[src/rtl/seq_divider_32bit.sv]
// Multi-cycle unsigned 32-bit restoring divider: one quotient bit per clock,
// with trial subtraction done by a single subtractor_32bit instance.

module subtractor_32bit (
  input  logic [31:0] a,
  input  logic [31:0] b,
  output logic [31:0] diff,
  output logic        carry
);
  // carry=1 means no borrow, i.e. a >= b unsigned.
  assign {carry, diff} = {1'b0, a} + {1'b0, ~b} + 33'd1;
endmodule

module seq_divider_32bit (
  input  logic        clk,
  input  logic        reset,
  input  logic        start,
  input  logic [31:0] dividend,
  input  logic [31:0] divisor,
  output logic        busy,
  output logic        done,
  output logic [31:0] quotient,
  output logic [31:0] remainder,
  output logic        div_by_zero
);

  typedef enum logic [1:0] {IDLE, RUN, DONE} state_t;

  state_t      state;
  state_t      state_next;
  logic [31:0] div_r;
  logic [31:0] rem_r;
  logic [31:0] quo_r;
  logic [4:0]  count;

  logic [31:0] trial;
  logic [31:0] diff;
  logic        carry;
  logic        ge;
  logic [31:0] rem_next;
  logic [31:0] quo_next;
  logic        accept;

  assign accept = start && (state != RUN);

  // One restoring step; rem_r[31] set means the shifted value exceeds 32 bits
  // and therefore certainly exceeds the divisor.
  assign trial = {rem_r[30:0], quo_r[31]};

  subtractor_32bit u_sub (
    .a     (trial),
    .b     (div_r),
    .diff  (diff),
    .carry (carry)
  );

  assign ge       = rem_r[31] | carry;
  assign rem_next = ge ? diff : trial;
  assign quo_next = {quo_r[30:0], ge};

  always_ff @(posedge clk) begin
    if (reset) state <= IDLE;
    else       state <= state_next;
  end

  always_comb begin
    state_next = state;
    case (state)
      IDLE: if (start) state_next = (divisor == 32'd0) ? DONE : RUN;
      RUN:  if (count == 5'd31) state_next = DONE;
      DONE: begin
        if (start) state_next = (divisor == 32'd0) ? DONE : RUN;
        else       state_next = IDLE;
      end
      default: state_next = IDLE;
    endcase
  end

  always_comb begin
    busy = (state == RUN);
    done = (state == DONE);
  end

  // Visible results only change on an accepted start, at the last iteration, or reset.
  always_ff @(posedge clk) begin
    if (reset) begin
      div_r       <= 32'd0;
      rem_r       <= 32'd0;
      quo_r       <= 32'd0;
      count       <= 5'd0;
      quotient    <= 32'd0;
      remainder   <= 32'd0;
      div_by_zero <= 1'b0;
    end else if (accept) begin
      div_r       <= divisor;
      div_by_zero <= 1'b0;
      if (divisor == 32'd0) begin
        quotient    <= 32'hFFFF_FFFF;
        remainder   <= dividend;
        div_by_zero <= 1'b1;
      end else begin
        rem_r <= 32'd0;
        quo_r <= dividend;
        count <= 5'd0;
      end
    end else if (state == RUN) begin
      rem_r <= rem_next;
      quo_r <= quo_next;
      count <= count + 5'd1;
      if (count == 5'd31) begin
        quotient  <= quo_next;
        remainder <= rem_next;
      end
    end
  end

endmodule

[config.mk]
export PLATFORM = sky130hd
export DESIGN_NAME = seq_divider_32bit
export DESIGN_NICKNAME = d
export VERILOG_FILES = /design/src/rtl/seq_divider_32bit.sv
export SDC_FILE = /design/constraint.sdc
export NUM_CORES = 1
export LEC_CHECK = 0
export BUFFER_PORTS_ARGS = -buffer_cell sky130_fd_sc_hd__buf_2
export CAP_MARGIN = 20
export CORE_ASPECT_RATIO = 1.25
export CORE_MARGIN = 8
export CORE_UTILIZATION = 38
export CTS_CLUSTER_SIZE = 30
export DETAILED_ROUTE_END_ITERATION = 6
export GPL_TIMING_DRIVEN = 0
export HOLD_SLACK_MARGIN = 0.02
export PLACE_DENSITY = 0.65
export SLEW_MARGIN = 20
export SYNTH_ARGS = -nofsm -noshare
export SYNTH_HDL_FRONTEND = slang
export SYNTH_SLANG_ARGS = --single-unit
[constraint.sdc]
create_clock -name clk -period 3.8 [get_ports clk]
set_clock_uncertainty 0.2 [all_clocks]
set_input_delay 0.19 -clock clk [delete_from_list [all_inputs] [get_ports clk]]
set_output_delay 0.19 -clock clk [all_outputs]
set_load 0.05 [all_outputs]
==> impl_metrics.json <==
{
  "grt_pass1_wl_um": 43600,
  "critPathBufInv": 2,
  "drv_cap": 0,
  "rr_worst_depth": 13,
  "r2r_slack_ns": 0.30,
  "drc_errors": 0,
  "via_per_inst": 5.42,
  "min_from": "dividend[0]",
  "rows": 61,
  "grt_usage": 0.198,
  "setup_viol_count_final": 0,
  "fin_setup_tns_ns": 0,
  "die_h_um": 184,
  "max_slew.worst_pin.slew_ns": 0.828,
  "clk_latency_ns": 0.44,
  "ios": 134,
  "grt_setup_unrepaired": "false",
  "arrival_ns": 3.62,
  "synth_top_cell_area_share": 0.392,
  "core-area_mm2": 0.0222,
  "dpl.hpwl_um": 21900,
  "critical_path_class": "reg2reg",
  "finalMaxSlewViolations": 0,
  "min_to": "quo_r[0]",
  "dieArea_mm2": 0.0277,
  "dr.pass1.iters": 5,
  "synth_cells": 1054,
  "clock_sinks": 168,
  "timing.final.crit_share": 0.920,
  "clockBufferDepth": 2,
  "grt_start_max_net_pins": 19,
  "period_minus_slack_ns": 3.50,
  "syn_area_per_cell_um2": 8.15,
  "synth_area_mm2": 0.00859,
  "critPathCaptureType": "flip-flop",
  "relSlewSlack": 0.444,
  "cts_resized": 0,
  "place_congestion": 0.905,
  "clkTransAtPathRegs_ns": 0.07,
  "cp_slowest_cell": "fa_1",
  "area_growth_pct": 26.0,
  "status": "complete, no violations",
  "ys_ff_latch": 168,
  "numPortBuffers": 132,
  "yosysTopAreaCell": "dfxtp_1",
  "drive_above_1_share": 0.180,
  "slowest_delay_ns": 0.40,
  "worstReg2RegStart": "quo_r[31]",
  "vias": 8486,
  "synth_edf_count": 0,
  "yosys_most_used_dff": "dfxtp_1",
  "synth.distinct_cells": 66,
  "synth_warnings": 0,
  "fin_nets": 1371,
  "async_flop_share": 0,
  "design_area_mm2": 0.0108,
  "die_x_um": 150,
  "overflow": 0,
  "fmax_mhz": 286,
  "seq_area_frac_synth": 0.392,
  "cts_inserted_buffers": 17,
  "cts_max_level": 4,
  "grt_antenna_before_repair": 0,
  "ys_top_cells_by_area": "dfxtp_1, nand2_1, a21oi_1",
  "finalHoldViolCount": 0,
  "crit_family": "compound AO/OA/AOI/OAI gates",
  "placed_cell_area_mm2": 0.00960,
  "root_buffer": "clkbuf_16",
  "setup.worst_path.start_class": "flip-flop",
  "ant_nets": 0,
  "antenna_cells": 0,
  "r2r-end": "rem_r[26]",
  "crit_path_max_fanout": 10,
  "grt_pass1_vias": 8331,
  "cts_setup_buffers": 0,
  "crit_required_ns": 3.93,
  "path_cells": "inv_1 > ha_1 > fa_1 > nand2b_1 > a21oi_2 > o21ai_2 > o31a_1 > o2111ai_2 > a31oi_2 > buf_2 > nand2_1 > o21ai_1 > a22o_1",
  "whs_ns": 0.0540,
  "irDropWorstVdd_v": 0.000526,
  "wire_per_inst_um": 17.7,
  "start_util": 0.387,
  "min_path_type": "in2reg",
  "routed_wl_um": 27700,
  "cts_tree": "done",
  "syn_nets": 1156,
  "p_leak_nw": 4.44,
  "drtIter0Drc": 503,
  "min_path_cells": 5,
  "powerDensity_mw_per_mm2": 896
}
-- sequential cells by signal, summed over array words and instances (netlist names) --
register / count
count: 5
div_r: 32
remainder: 32
quo_r: 32
state: 2
quotient: 32
rem_r: 32
div_by_zero: 1
-- kinds of logic after synthesis --
kind of cell	Yosys count	synth area share
simple gates	357	0.190
flops	168	0.392
mux	10	0.0118
compound gates	333	0.264
xor+xnor	30	0.0306
fa+ha+maj	35	0.0519
buf+inv	121	0.0600
-- worst max path at each step --
stage / start / endpoint / cells after the start / slack, ns
3_5_place_dp: divisor[31] / quotient[0] / 9 / 0.34
3_3_place_gp: divisor[31] / quotient[0] / 9 / 0.34
6_report: quo_r[31] / rem_r[26] / 13 / 0.30
4_1_cts: divisor[31] / quotient[0] / 10 / 0.25
2_1_floorplan: quo_r[31] / rem_r[25] / 13 / 0.87
5_1_grt: quo_r[31] / rem_r[27] / 12 / 0.11
-- cell usage in the layout, fill, tap and decap left out, drive strengths merged, types with 2 or more instances in the layout --
cell         count
a22o             2
a21boi           3
nor3             2
a21o            10
dlygate4sd3     64
nor4b           28
clkinv           6
nand2b           9
mux2i            9
a311oi          35
xor2            16
a22oi            2
xnor2           14
o221a           31
o2111ai          2
or2              5
dfxtp          168
a21oi           94
o21bai           9
a211oi           7
nand3           11
o21ai           84
ha              34
nor2            76
and2             3
clkbuf          77
o31ai            3
a2111oi          3
o211ai           5
buf            150
o41ai            3
and3             3
inv             52
nand4           10
or3              5
nor4             9
nor2b            4
a31oi           33
nand2          189
-- report_power, final --
group	switching, mW	internal, mW
Sequential	0.184	1.95
Combinational	3.47	2.37
Clock	0.830	0.880
-- Yosys cell counts, types with 11 or more instances --
| cell type | count |
|---|---|
| nand3_1 | 11 |
| a31oi_1 | 32 |
| nor4b_1 | 28 |
| clkbuf_1 | 59 |
| dfxtp_1 | 168 |
| nor2_1 | 76 |
| inv_1 | 43 |
| a21oi_1 | 91 |
| o221a_2 | 31 |
| o21ai_0 | 75 |
| xor2_1 | 16 |
| nand2_1 | 188 |
| xnor2_1 | 14 |
| ha_1 | 34 |
| a311oi_1 | 35 |
-- metrics by stage --
step / total power, mW / worst slack, ns / utilization / std cells
after CTS: 9.65 / 0.250 / 0.487 / 1565
final: 9.69 / 0.305 / 0.487 / 1565
after detailed placement: 7.88 / 0.343 / 0.432 / 1469
after floorplan: 6.50 / 0.873 / - / 1054
after global routing: 10.4 / 0.107 / 0.487 / 1565
after global placement: 7.84 / 0.343 / 0.432 / 1469
-- what timing repair did --
action | 4_1_cts | 5_1_grt
endpoints found under the setup margin | 0 | 0
hold buffers | 64 | 0
endpoints found under the hold margin | 68 | 0
-- layout make-up --
cell class / count / area, um^2
fillers: 2116 / 11400
multi-input cells: 765 / 4710
flip-flops and latches: 168 / 3360
repair buffers: 196 / 1300
clock buffers: 18 / 429
well taps: 283 / 354
plain buffers: 77 / 350
inverters: 44 / 165
clock inverters: 14 / 150
-- layer usage --
layer / GRT usage / part of all wire
met5: 0 / 0
met4: 0.0849 / 0.030
met3: 0.0268 / 0.055
met2: 0.350 / 0.49
met1: 0.233 / 0.42
-- worst min-delay path, delay by kind of cell --
family / cells / cell delay, ns
buffers and inverters: 1 / 0.13
AND/OR/NAND/NOR: 2 / 0.16
AO/OA/AOI/OAI: 2 / 0.17
No activity file was read; power rests on OpenSTA's default activity.
